[src/rtl/riscv_ifu_align.sv]
// Instruction fetch/align stage: issues word fetches, buffers 16-bit parcels and
// presents one aligned 16- or 32-bit instruction with its PC to the decoder.
module riscv_ifu_align #(
  parameter logic [31:0] PC_RST  = 32'h0000_0000,
  parameter int unsigned BUF     = 4,
  parameter int unsigned OUT_MAX = 2
) (
  input  logic        clk,
  input  logic        rst_n,
  output logic        if_req_vld,
  output logic [31:0] if_req_adr,
  input  logic        if_req_rdy,
  input  logic        if_rsp_vld,
  input  logic [31:0] if_rsp_dat,
  output logic        if_rsp_rdy,
  input  logic        jmp_vld,
  input  logic [31:0] jmp_adr,
  output logic        id_vld,
  output logic [31:0] id_ins,
  output logic [2:0]  id_siz,
  output logic [31:0] id_pc,
  input  logic        id_rdy
);

  localparam int unsigned CW = $clog2(BUF + 1);
  localparam int unsigned OW = $clog2(OUT_MAX + 1);
  localparam logic [OW-1:0] OUT_MAX_W = OW'(OUT_MAX);

  // Handshakes: a transfer happens on a rising edge where vld and rdy are both 1;
  // vld never waits for rdy, and the payload holds while vld=1 and rdy=0.

  logic [16*BUF-1:0] pq, pq_sh, pq_n;
  logic [CW-1:0]     cnt, cnt_sh, cnt_n;
  logic [OW-1:0]     outs, outs_n, drop;
  logic [31:0]       fetch_adr, pc;
  logic              skip, run;

  logic [15:0] p0, p1;
  logic        is32, consume, req_hs, rsp_hs, room, app;

  assign p0   = pq[15:0];
  assign p1   = pq[31:16];
  assign is32 = (p0[1:0] == 2'b11);

  assign id_vld = is32 ? (cnt >= CW'(2)) : (cnt >= CW'(1));
  assign id_ins = !id_vld ? 32'h0 : (is32 ? {p1, p0} : {16'h0, p0});
  assign id_siz = (id_vld && is32) ? 3'd4 : 3'd2;
  assign id_pc  = pc;

  // Only issue a request when every outstanding response is guaranteed a slot.
  assign room       = (32'(cnt) + (32'(outs) << 1) + 32'd2) <= BUF;
  assign if_req_vld = run && (outs < OUT_MAX_W) && room;
  assign if_req_adr = fetch_adr;
  assign if_rsp_rdy = run;

  assign consume = id_vld && id_rdy;
  assign req_hs  = if_req_vld && if_req_rdy;
  assign rsp_hs  = if_rsp_vld && run;
  assign app     = rsp_hs && !jmp_vld && (drop == '0);
  assign outs_n  = outs + OW'(req_hs) - OW'(rsp_hs);

  always_comb begin
    pq_sh  = pq;
    cnt_sh = cnt;
    if (consume) begin
      if (is32) begin
        pq_sh  = pq >> 32;
        cnt_sh = cnt - CW'(2);
      end else begin
        pq_sh  = pq >> 16;
        cnt_sh = cnt - CW'(1);
      end
    end
    pq_n  = pq_sh;
    cnt_n = cnt_sh;
    // New parcels land behind whatever survives this cycle's consume.
    if (app) begin
      for (int unsigned i = 0; i < BUF; i++) begin
        if (skip) begin
          if (i == 32'(cnt_sh)) pq_n[16*i +: 16] = if_rsp_dat[31:16];
        end else begin
          if (i == 32'(cnt_sh))         pq_n[16*i +: 16] = if_rsp_dat[15:0];
          if (i == 32'(cnt_sh) + 32'd1) pq_n[16*i +: 16] = if_rsp_dat[31:16];
        end
      end
      cnt_n = cnt_sh + (skip ? CW'(1) : CW'(2));
    end
    if (jmp_vld) cnt_n = '0;
  end

  always_ff @(posedge clk or negedge rst_n) begin
    if (!rst_n) begin
      pq        <= '0;
      cnt       <= '0;
      outs      <= '0;
      drop      <= '0;
      fetch_adr <= {PC_RST[31:2], 2'b00};
      pc        <= {PC_RST[31:1], 1'b0};
      skip      <= PC_RST[1];
      run       <= 1'b0;
    end else begin
      run  <= 1'b1;
      pq   <= pq_n;
      cnt  <= cnt_n;
      outs <= outs_n;
      if (jmp_vld) begin
        // Everything still in flight after this edge belongs to the old stream.
        drop      <= outs_n;
        skip      <= jmp_adr[1];
        fetch_adr <= {jmp_adr[31:2], 2'b00};
        pc        <= {jmp_adr[31:1], 1'b0};
      end else begin
        if (rsp_hs && drop != '0) drop <= drop - OW'(1);
        if (app && skip)          skip <= 1'b0;
        if (req_hs)               fetch_adr <= fetch_adr + 32'd4;
        if (consume)              pc <= pc + {29'b0, id_siz};
      end
    end
  end

endmodule

[config.mk]
export PLATFORM = sky130hd
export DESIGN_NAME = riscv_ifu_align
export DESIGN_NICKNAME = d
export VERILOG_FILES = /design/src/rtl/riscv_ifu_align.sv
export SDC_FILE = /design/constraint.sdc
export NUM_CORES = 1
export LEC_CHECK = 0
export BUFFER_PORTS_ARGS = -buffer_cell sky130_fd_sc_hd__buf_2
export CAP_MARGIN = 20
export CORE_ASPECT_RATIO = 1.2
export CORE_UTILIZATION = 37
export CTS_BUF_LIST = sky130_fd_sc_hd__clkbuf_16
export CTS_CLUSTER_SIZE = 24
export DETAILED_ROUTE_END_ITERATION = 8
export GPL_ROUTABILITY_DRIVEN = 0
export PLACE_DENSITY_LB_ADDON = 0.2
export SLEW_MARGIN = 15
export SYNTH_ARGS = -nofsm -noshare
export SYNTH_HDL_FRONTEND = slang
export SYNTH_SLANG_ARGS = --single-unit
[constraint.sdc]
create_clock -name clk -period 5.08 [get_ports clk]
set_clock_uncertainty 0.1 [all_clocks]
set_input_delay 1.27 -clock clk [delete_from_list [all_inputs] [get_ports clk]]
set_output_delay 1.27 -clock clk [all_outputs]
set_load 0.1 [all_outputs]
# Yosys cells after proc, flatten, opt, wreduce, memory -nomap -nowiden
# Index checks and enable logic that the tools add are counted.
[word_totals]
ff_bits = 137
out_inout_bits = 102
wordCells = 85
[op_classes]
n_addsub = 11
order_cmp = 4
n_eq_ne = 7
mux = 36
reduce_logical = 19
[ops]
columns = ["op", "count"]
rows = [
  ["2-to-1 mux 16 bit", 16],
  ["2-to-1 mux 32 bit", 6],
  ["2-to-1 mux 64 bit", 2],
  ["2-to-1 mux 48 bit", 1],
  ["adder 32 x 3 -> 32 bit", 1],
  ["adder 32 x 3 -> 32 bit, second input constant", 1],
  ["equality test 1 x 32 -> 1 bit, first input constant", 1],
  ["equality test 2 x 32 -> 1 bit, first input constant", 1],
  ["zero test 32 bit", 1],
  ["2-to-1 mux 3 bit", 5],
  ["logical AND 1 bit", 10],
  ["nonzero test 2 bit", 5],
  ["equality test 2 x 3 -> 1 bit, first input constant", 2],
  ["2-to-1 mux 2 bit", 3],
  ["adder 4 x 2 -> 5 bit, second input constant", 1],
  ["<= comparator 5 x 3 -> 1 bit, second input constant", 1],
  ["adder 3 x 1 -> 4 bit, second input constant", 1],
  ["adder 3 x 3 -> 4 bit", 1],
  ["equality test 2 x 4 -> 1 bit, first input constant", 1],
  ["adder 3 x 2 -> 3 bit", 1],
  ["equality test 1 x 3 -> 1 bit, first input constant", 1],
  ["greater-or-equal comparator 3 x 1 -> 1 bit, second input constant", 1],
  ["greater-or-equal comparator 3 x 2 -> 1 bit, second input constant", 1],
  ["zero test 3 bit", 1],
  ["10 further kinds", 12],
]

# Longest topological paths before layout
# Gate-level depths: netlist of run 1.
[depth]
depth_word = 9
ltp_mapped = 18

# Worst setup path after synthesis of run 1
# OpenSTA, ideal clock, no wires.
[synth_timing]
path_kind = "flip-flop to flip-flop"
from = "register cnt[2]"
to = "register pc[27] (netlist: id_pc[27])"
setup_time_ps = 125
t_arrival_ps = 4842
required_ps = 4855
slack_ps = 14
path_stages_with_launch = 15
n_path_buf = 3
synth_period_minus_slack_ps = 5066
cell_sequence = "dfrtp_1 buf_4 inv_1 ha_1 buf_2 a21oi_1 clkbuf_1 inv_1 ha_1 fa_1 o2111ai_1 nor3_1 nand4_1 xnor2_1 mux2_2"
[synth_via]
elab_chain_len = 7
word_cells_on_any_way = 10
classes_between = "add/sub: 1; order compare: 2; mux: 4; reduce/logical: 3"
[synth_rtl]
columns = ["element", "line", "rtl"]
rows = [
  ["from (decl)", "33", "logic [CW-1:0] cnt, cnt_sh, cnt_n;"],
  ["from (signal assigned)", "104", "cnt <= cnt_n;"],
  ["greater-or-equal comparator 3 x 1 -> 1 bit or greater-or-equal comparator 3 x 2 -> 1 bit (tied branches)", "45", "assign id_vld = is32 ? (cnt >= CW'(2)) : (cnt >= CW'(1));"],
  ["2-to-1 mux 1 bit (*)", "45", ""],
  ["logical AND 1 bit (*)", "47", "assign id_siz = (id_vld && is32) ? 3'd4 : 3'd2;"],
  ["2-to-1 mux 3 bit (*)", "47", ""],
  ["named net id_siz[2]", "20", "output logic [2:0] id_siz,"],
  ["adder 32 x 3 -> 32 bit (*)", "116", "if (consume) pc <= pc + {29'b0, id_siz};"],
  ["2-to-1 mux 32 bit (*)", "116", ""],
  ["2-to-1 mux 32 bit (*)", "106", "if (jmp_vld) begin"],
  ["to (signal assigned)", "98", "pc <= {PC_RST[31:1], 1'b0};"],
  ["to (signal assigned)", "111", "pc <= {jmp_adr[31:1], 1'b0};"],
  ["to (signal assigned)", "116", ""],
  ["to (decl)", "35", "logic [31:0] fetch_adr, pc;"],
]
# Mark *: on every way through the listed nets, which the timed path passes. The rest lies on a longest branch. The select of a mux whose other input is x is not followed.
# A chain may end at the register's enable or synchronous reset.

# Final worst setup path of run 1
[layout_timing]
from = "register cnt[1]"
to = "output id_ins[1]"
[layout_via]
elab_chain_len = 3
word_cells_on_any_way = 4
classes_between = "order compare: 2; mux: 2"
[layout_rtl]
columns = ["element", "line", "rtl"]
rows = [
  ["greater-or-equal comparator 3 x 1 -> 1 bit or greater-or-equal comparator 3 x 2 -> 1 bit (tied branches)", "45", ""],
  ["2-to-1 mux 1 bit (*)", "45", ""],
  ["2-to-1 mux 32 bit (*)", "46", "assign id_ins = !id_vld ? 32'h0 : (is32 ? {p1, p0} : {16'h0, p0});"],
  ["to (decl)", "19", "output logic [31:0] id_ins,"],
]
# Every way passes the cells marked *; elsewhere a longest branch is shown, timed or not.

==> flow_summary.ini, run 1 <==
[route]
drt_iter0_markers = 518
dr_total_vias = 8163
drt_first_pass_iters = 5
detail-route-antenna-nets = 0
drt_wl_total_um = 28780
avgViaCountPerCell = 5.626
drc = 0
wl_per_cell_um = 19.84

[floorplanning]
io_pins = 172
die-area_um2 = 24390
die_h_um = 170.9
core_area_um2 = 23280
die_w_um = 142.7
initial_core_util_pct = 37.77
num_rows = 61

[placed_design]
hpwl_um = 19390
dp.cells = 1419
portBuffers = 166
placed_area_um2 = 9947

[clocking]
cts_tree = yes
postCtsSetupBuffers = 0
cts-root-buf = clkbuf_16
cts.repair.resized = 0
clk_path_buf_depth = 2
worstSkewPairLatency_ps = 420
cts_sinks = 134
cts_buffers = 17
htreeDepth = 4
ctsHoldBuffers = 0
cts.clk_slew.worst_paths_ps = 70

[logic_synthesis]
yosys-top-cells-area = dfrtp_1 (38%), nand2_1 (6.1%), mux2_2 (4.5%), xnor2_1 (4.4%), nor2_1 (3.0%)
ys.flop_type = dfrtp_1
synth_edf_count = 0
synth_cells = 976
synthArstFlopShare_pct = 100.0
ys.warnings.count = 0
synth_area_leader_cell = dfrtp_1
yosysSeqAreaShare_pct = 38.14
yosysUniqueCellTypes = 70
synth_commonest_cells = nand2_1 (142), dfrtp_1 (134), nor2_1 (70)
yosysMostFrequentCell = nand2_1
synth.avg_cell_area_um2 = 9.008
synth_top_area_share_pct = 38.14
ys_ff_latch = 134
synth_area_um2 = 8792

[sta]
min_period_ps = 4389
rsz0062_at_grt = no
hold-worst-slack_ps = 440.9
hold_viol = 0
setup_tns_ps = 0
slew_violations = 0
slew_headroom_pct = 43.29
min_period_over_period_pct = 86.40
tightest_slew_ps = 850.6
setup_violations = 0
max_freq_ghz = 0.2278

[global_routing]
grt_start_max_net_pins = 79
met3_usage_pct = 4.086
grt_remaining_overflow = 0
antenna_found_initial = 0
grt_pass1_wl_um = 44440
gr-usage-met1_pct = 31.38
grt_busiest_layer = met2
grt_usage_pct = 23.96
first_global_vias = 7758
gr-usage-met2_pct = 39.34

[final_layout]
postLayoutCoreUtil_pct = 45.44
layout-drive-gt1-share_pct = 24.91
nNetsFinal = 1212
num-fill-cells = 2317
antennaDiodeCount = 0
finalInstanceArea_um2 = 10580
syn_to_final_growth_pct = 20.32
final_cells = 1451

[worst_setup_path]
rr_startpoint = cnt[1]$_DFF_PN0_
cp-start-kind = flop
critPathArrivalTime_ps = 3020
r2r-end = pq[58]$_DFF_PN0_
critPathMaxFanout = 12
crit_path_start = cnt[1]$_DFF_PN0_
reg2reg_slack_ps = 1020
required_ps = 3710
crit_path_end = id_ins[1]
path_class = flop to output pin
reg2reg_depth = 13
crit_path_end_kind = output pin

[power_and_ir_drop]
p_seq_share_pct = 21.5
leakagePower_nw = 4.629
power_density_nw_per_um2 = 725.6
pwr-share-clk_pct = 17.8
intPower_mw = 3.444
p_sw_mw = 4.232
p_sw_share_pct = 55.14
comb_power_share_pct = 60.8
ir_drop_mv = 0.6517

[hold_path]
hp-class = flop to flop

[run]
drv_cap = 0

[outcome]
status = finished, final reports clean
## kinds of logic after synthesis
logic type	after synthesis	synth area share (%)
buffers and inverters	89	4.383
xor gates and xnor gates	62	6.176
adders and majority gates	19	2.960
and+or+nand+nor	365	20.08
AOI/OAI and AO/OA	255	21.90
DFF	134	38.14
other	2	0.08542
muxes	50	6.276
## through the flow
stage / power (mW) / setup WS [ps]
final: 7.676 / 691.0
after global routing: 8.120 / 516.9
after CTS: 7.674 / 683.9
after detailed placement: 6.293 / 557.3
after global placement: 6.241 / 596.9
after floorplan: 5.272 / 13.78
## worst max-delay path, stage by stage (launching register included)
cell and delay, ps:
dfrtp_1 470, inv_1 210, ha_1 430, nand3_1 150
a21oi_2 680, buf_4 310, nor2b_1 70, buf_2 290
## state kept, by name, summed over array words and instances, names as in the netlist
register,count
outs,2
cnt,3
if_rsp_rdy,1
pq,64
id_pc,31
skip,1
if_req_adr,30
drop,2
## layer usage
metal / share of wire [%] / vias up
met2: 48 / 338
met1: 43 / 3944
met3: 6.8 / 42
met5: 0 / -
met4: 2.0 / 0
li1: - / 3839
## power by group through the flow
| stage | Sequential [mW] | Combinational (mW) | Clock [mW] |
|---|---|---|---|
| detailed placement | 1.66 | 4.63 | 0 |
| floorplan | 1.99 | 3.28 | 0 |
| global placement | 1.66 | 4.58 | 0 |
| CTS | 1.64 | 4.65 | 1.38 |
| global route | 1.69 | 5.01 | 1.42 |
| finish | 1.65 | 4.66 | 1.36 |
## worst min path at each step
stage,startpoint,endpoint,slack (ps),cells past startpoint
after floorplan,outs[0]$_DFF_PN0_,outs[0]$_DFF_PN0_,400,1
after global placement,outs[0]$_DFF_PN0_,outs[0]$_DFF_PN0_,420,1
after detailed placement,outs[0]$_DFF_PN0_,outs[0]$_DFF_PN0_,430,1
after CTS,pq[53]$_DFF_PN0_,pq[53]$_DFF_PN0_,450,2
after global routing,outs[0]$_DFF_PN0_,outs[0]$_DFF_PN0_,460,1
final,outs[0]$_DFF_PN0_,outs[0]$_DFF_PN0_,440,1
## cell type report
class	instances	area (um^2)	area share (%)
clock inverter	15	206.4	1.952
inverter	25	96.34	0.9107
timing repair buffer	189	1022	9.663
multi-input combinational	756	5080	48.02
sequential	134	3354	31.71
tap	315	394.1	3.726
clock buffer	17	425.4	4.021
## placed cells by master (no fill, tap or decap), types with 10 or more instances in the layout
cell type,Yosys,routed
a21oi_1,39,37
a221o_1,15,15
a221oi_1,13,13
a22oi_1,21,21
and2_1,25,25
and3_1,15,15
buf_2,15,165
buf_4,6,22
clkbuf_16,0,17
dfrtp_1,134,133
ha_1,16,16
inv_1,22,22
mux2_2,35,35
nand2_1,142,142
nand2b_1,12,12
nand3_1,45,45
nor2_1,70,69
nor2b_1,17,17
nor3_1,10,10
o21ai_0,32,32
o221a_1,21,21
o22ai_1,25,25
xnor2_1,44,44
xor2_1,18,18
No activity file was read; power rests on OpenSTA's default activity.
==> inputs of run 2 (changes only) <==
BUFFER_PORTS_ARGS = unset   (was -buffer_cell sky130_fd_sc_hd__buf_2)
CELL_PAD_IN_SITES_DETAIL_PLACEMENT = 1   (was unset)
CELL_PAD_IN_SITES_GLOBAL_PLACEMENT = 1   (was unset)
DONT_BUFFER_PORTS = 1   (was unset)
GPL_TIMING_DRIVEN = 0   (was unset)
==> run 2 against run 1 <==
  * Critical path depth fell by 2
  * Final cell count shrank 8.5%
  * Worst setup slack got worse by 610 ps
  * Count of clock-buffer cells in the layout unchanged
  * Die area did not move
  * Sequential power increased by 27%
  * Register-to-register slack worse by 720 ps
  * Maximum frequency fell by 12%
  * First-iteration DRC count down 3.9%
  * Total power rose by 0.46%
  * Non-clock buffer count shrank 123
  * Largest power group unchanged
==> flow_summary.ini, run 2 (synthesized netlist as in run 1, its figures left out) <==
[sta]
slew_headroom_pct = 22.15
slew_violations = 0
min_period_over_period_pct = 98.50
min_period_ps = 5004
tightest_slew_ps = 1162
hold_viol = 0
rsz0062_at_grt = yes
setup_violations = 0
max_freq_ghz = 0.1998

[final_layout]
nNetsFinal = 1089
num-fill-cells = 2697
finalInstanceArea_um2 = 9903
mostFrequentLayoutCell = nand2_1
layout-drive-gt1-share_pct = 13.52
most-common-layout-cells = nand2_1 (142), dfrtp_1 (134), nor2_1 (70), nand3_1 (45), xnor2_1 (44)
regArea_um2 = 3353
syn_to_final_growth_pct = 12.64
final_cells = 1328
antennaDiodeCount = 0
multi_input_area_um2 = 5149
largest_register_ffs = 64
largest_register = pq

[worst_setup_path]
path_class = flop to output pin
cpPeakStageDelay_ps = 940
reg2reg_slack_ps = 300
crit_path_end_kind = output pin
cp-start-kind = flop
rr_startpoint = cnt[1]$_DFF_PN0_
slowest_stage = nor2b_2
critPathMaxFanout = 10
crit_path_end = id_ins[15]
crit_chain = nand2_1 > clkbuf_1 > a21oi_4 > clkbuf_2 > nor2b_2
r2r-end = id_pc[27]$_DFFE_PN0N_
reg2reg_depth = 13
critPathArrivalTime_ps = 3630
required_ps = 3710
crit_path_start = pq[1]$_DFF_PN0_

[outcome]
status = finished, final reports clean

[route]
drt_first_pass_iters = 5
drt_iter0_markers = 498
dr_total_vias = 7939
drc = 0
drt_wl_total_um = 34070
avgViaCountPerCell = 5.978
wl_per_cell_um = 25.66
detail-route-antenna-nets = 0

[floorplanning]
die_h_um = 170.9
die_w_um = 142.7
num_rows = 61
initial_core_util_pct = 37.77
core_area_um2 = 23280
io_pins = 172
die-area_um2 = 24390

[global_routing]
first_global_vias = 8344
grt_remaining_overflow = 0
antenna_found_initial = 0
grt_start_max_net_pins = 135
grt_usage_pct = 28.49
grt_pass1_wl_um = 51060

[placed_design]
portBuffers = 0
dp.cells = 1296
placed_area_um2 = 9281
hpwl_um = 24430

[run]
drv_cap = 0

[clocking]
worstSkewPairLatency_ps = 450
cts_sinks = 134
ctsHoldBuffers = 0
htreeDepth = 4
cts_buffers = 17
clk_path_buf_depth = 2
cts_tree = yes
cts.clk_slew.worst_paths_ps = 70
cts-root-buf = clkbuf_16

[power_and_ir_drop]
ir_drop_mv = 0.4618
power_density_nw_per_um2 = 778.6
leakagePower_nw = 3.972

[hold_path]
hp-class = input pin to async pin
==> run 2: cell count changes in the layout (fill, tap and decap cells not counted), sizes merged <==
cell	before	now
buf	189	26
bufinv	3	0
clkbuf	17	57
clkinv	1	5
clkinvlp	1	2
inv	35	33
==> run 2: how the worst min path moves through the flow <==
| stage | startpoint | to | slack, ps | cells after the start |
|---|---|---|---|---|
| 2_1_floorplan | outs[0]$_DFF_PN0_ | outs[0]$_DFF_PN0_ | 400 | 1 |
| 3_3_place_gp | outs[0]$_DFF_PN0_ | outs[0]$_DFF_PN0_ | 420 | 1 |
| 3_5_place_dp | outs[0]$_DFF_PN0_ | outs[0]$_DFF_PN0_ | 430 | 1 |
| 4_1_cts | rst_n | id_pc[27]$_DFFE_PN0N_ | 410 | 0 |
| 5_1_grt | rst_n | id_pc[12]$_DFFE_PN0N_ | 410 | 0 |
| 6_report | rst_n | id_pc[13]$_DFFE_PN0N_ | 430 | 0 |
==> run 2: through the flow <==
stage	setup TNS, ps	setup WS [ps]	hold slack (ps)	utilization [%]	total power, mW
global placement	-43730	-1572	423.7	39.51	6.200
finish	0	76.14	426.8	42.54	7.711
global route	-95.83	-40.30	407.0	42.54	8.102
floorplan	0	13.78	399.7	-	5.272
detailed placement	-3332	-244.4	428.5	39.87	6.370
CTS	0	49.35	413.6	42.53	7.696
==> run 2: area by class of cell <==
cell class              instances  share of cell area (%)
clock buffers                  17                   4.296
plain buffers                  64                   2.969
repair buffers                  2                  0.3538
inverters                      25                   1.011
multi-input cells             756                   51.99
flip-flops and latches        134                   33.86
clock inverters                15                   1.541
well taps                     315                   3.980
==> run 2: metal layers <==
| layer | part of all wire (%) | GRT usage [%] | routed length [um] |
|---|---|---|---|
| met3 | 7.2 | 6.829 | 2442 |
| met4 | 2.5 | 10.29 | 849 |
| met2 | 50 | 50.83 | 17150 |
| met1 | 40 | 32.92 | 13630 |
| met5 | 0 | 0 | 0 |
==> run 2: what timing repair did <==
action / CTS / global route
setup buffers: 0 / 0
endpoints found under the setup margin: 10 / 25
gates resized for setup: 9 / 4
==> run 2: critical path: cells and delay by family (launching register included) <==
family | cells | cell delay, ps
compound gates | 1 | 290
simple gates | 2 | 1290
buf+inv | 2 | 1140
flops | 1 | 450
==> run 2: power by group <==
part           leakage [nW]  internal [mW]  switching (mW)
Sequential             1.64           1.36           0.728
Combinational          2.06           1.22            3.15
Clock                 0.282          0.655           0.595
Total                  3.97           3.24            4.47
==> inputs of run 3 (changes only) <==
CTS_CLUSTER_SIZE = unset   (was 24)
REMOVE_ABC_BUFFERS = 1   (was unset)
SLEW_MARGIN = unset   (was 15)
==> run 3 against run 2 <==
  * Total power is 2.3% lower
  * Worst setup slack better by 170 ps
  * Register-to-register slack got worse by 50 ps
  * Hold slack gained 8.7 ps
  * Utilization shrank 0.39 points
  * Routed wire length down 9.2%
  * Maximum frequency is 3.5% higher
  * Non-clock buffer count fell by 55
  * Count of clock-buffer cells in the layout unchanged
  * Largest cell class unchanged
  * Critical path depth is 6 higher
  * Largest power group unchanged
  * Clock power is essentially flat
  * Global-route usage down 2.8 points
==> flow_summary.ini, run 3 (synthesized netlist as in run 1, its figures left out) <==
[final_layout]
largest_register = pq
mostFrequentLayoutCell = nand2_1
largest_register_ffs = 64
num-fill-cells = 2664
syn_to_final_growth_pct = 11.60
most-common-layout-cells = nand2_1 (140), dfrtp_1 (133), nor2_1 (69), nand3_1 (45), xnor2_1 (44)
nNetsFinal = 1035
antennaDiodeCount = 0
layout-drive-gt1-share_pct = 13.03

[route]
avgViaCountPerCell = 5.981
wl_per_cell_um = 24.29
dr_wl_met3_um = 2477
wl_met1_um = 12520
dr_total_vias = 7620
drt_first_pass_iters = 5
wl_met2_um = 15360
highest_layer = met4
drt_wl_total_um = 30950
detail-route-antenna-nets = 0
drc = 0
drt_iter0_markers = 425

[worst_setup_path]
crit_path_start = cnt[1]$_DFF_PN0_
crit_chain = inv_1 > ha_1 > a21oi_4 > inv_1 > ha_1 > fa_1 > o2111ai_1 > nor3_1 > nand4_1 > xnor2_1 > mux2_2
path_class = flop to flop
cpPeakStageDelay_ps = 710
required_ps = 5290
crit_buf_inv = 2
crit_path_end_kind = flop
slowest_stage = inv_1
crit_family = adder cells
cp-start-kind = flop
rr_startpoint = cnt[1]$_DFF_PN0_
critPathArrivalTime_ps = 5040
critPathMaxFanout = 14

[sta]
rsz0062_at_grt = no
tightest_slew_ps = 1165
setup_violations = 0
hold_viol = 0
max_freq_ghz = 0.2069
setup_tns_ps = 0
setup_slack_ps = 246.8
slew_headroom_pct = 22.06
hold-worst-slack_ps = 435.5
slew_violations = 0
min_period_over_period_pct = 95.14
min_period_ps = 4833

[hold_path]
hp-class = input pin to async pin

[power_and_ir_drop]
power_density_nw_per_um2 = 768.1
comb_power_share_pct = 55.4
pwr-share-clk_pct = 16.8
leakagePower_nw = 3.921
p_sw_mw = 4.213
p_seq_share_pct = 27.8
intPower_mw = 3.324
p_sw_share_pct = 55.90
ir_drop_mv = 0.4342

[outcome]
status = finished, final reports clean

[floorplanning]
die_h_um = 170.9
io_pins = 172
num_rows = 61
die-area_um2 = 24390
die_w_um = 142.7
core_area_um2 = 23280
initial_core_util_pct = 37.77

[placed_design]
portBuffers = 0
place_ws_ps = -224.9
hpwl_um = 20610

[global_routing]
antenna_found_initial = 0
grt_start_max_net_pins = 135
first_global_vias = 7893
grt_usage_pct = 25.71
grt_pass1_wl_um = 46640
grt_remaining_overflow = 0

[clocking]
cts.clk_slew.worst_paths_ps = 60
cts_buffers = 17
cts_sinks = 134
worstSkewPairLatency_ps = 430
cts_tree = yes
clk_path_buf_depth = 2
htreeDepth = 4
cts-root-buf = clkbuf_16
postCtsSetupBuffers = 0

[run]
drv_cap = 0
-- run 3: changes by cell type in the layout (fill, tap and decap cells not counted), moves of 4 or more --
cell	previous run	this run
nor2b_2	11	16
nor2b_4	5	0
clkinv_2	0	4
buf_12	1	7
clkbuf_1	36	0
inv_6	7	1
clkbuf_2	4	0
buf_4	6	0
buf_2	15	0
-- run 3: layout make-up --
class | instances | area [um^2] | area share [%]
clock inverters | 15 | 162.7 | 1.658
well taps | 315 | 394.1 | 4.017
repair buffers | 11 | 205.2 | 2.091
multi-input cells | 757 | 5172 | 52.72
clock buffers | 17 | 425.4 | 4.336
flip-flops and latches | 134 | 3354 | 34.19
inverters | 25 | 97.59 | 0.9946
-- run 3: metrics by stage --
stage,power [mW],util (%),cells,area (um^2)
floorplan,5.141,-,915,8514
global placement,5.950,38.27,1230,8909
detailed placement,6.242,39.56,1241,9210
CTS,7.535,42.09,1273,9798
global route,7.944,42.15,1274,9812
finish,7.537,42.15,1274,9812
-- run 3: path summary, 6_finish.rpt --
check	cells past startpoint	slack [ps]	end
setup / recovery	11	250	id_pc[27]$_DFFE_PN0N_
hold / removal	0	440	if_req_adr[15]$_DFFE_PN0P_
setup reg to reg	11	250	id_pc[27]$_DFFE_PN0N_
hold reg to reg	1	440	outs[0]$_DFF_PN0_
max in group asynchronous	0	4280	pq[12]$_DFF_PN0_
min in group clk	1	440	outs[0]$_DFF_PN0_
-- run 3: layer usage --
| metal | vias up | global-route usage [%] |
|---|---|---|
| met5 | - | 0 |
| met4 | 0 | 8.181 |
| met3 | 32 | 6.913 |
| met2 | 265 | 45.25 |
| met1 | 3851 | 30.16 |
| li1 | 3472 | - |
-- run 3: repair_timing --
action                                  CTS  global route
hold endpoints to repair                  0             0
gates resized for setup                   0             1
hold buffers                              0             0
endpoints found under the setup margin    0            34
-- run 3: power by group through the flow --
stage	clock [mW]	sequential, mW	combinational, mW
2_1_floorplan	0	2.01	3.13
3_3_place_gp	0	2.11	3.83
3_5_place_dp	0	2.10	4.14
4_1_cts	1.29	2.09	4.15
5_1_grt	1.34	2.14	4.47
6_report	1.27	2.09	4.18
-- run 3: worst reg2reg max path, stage by stage, from the launching register on --
cell	delay, ps
dfrtp_1	460
inv_1	210
ha_1	560
a21oi_4	300
inv_1	710
ha_1	350
fa_1	280
o2111ai_1	370
nor3_1	660
nand4_1	210
xnor2_1	200
mux2_2	300
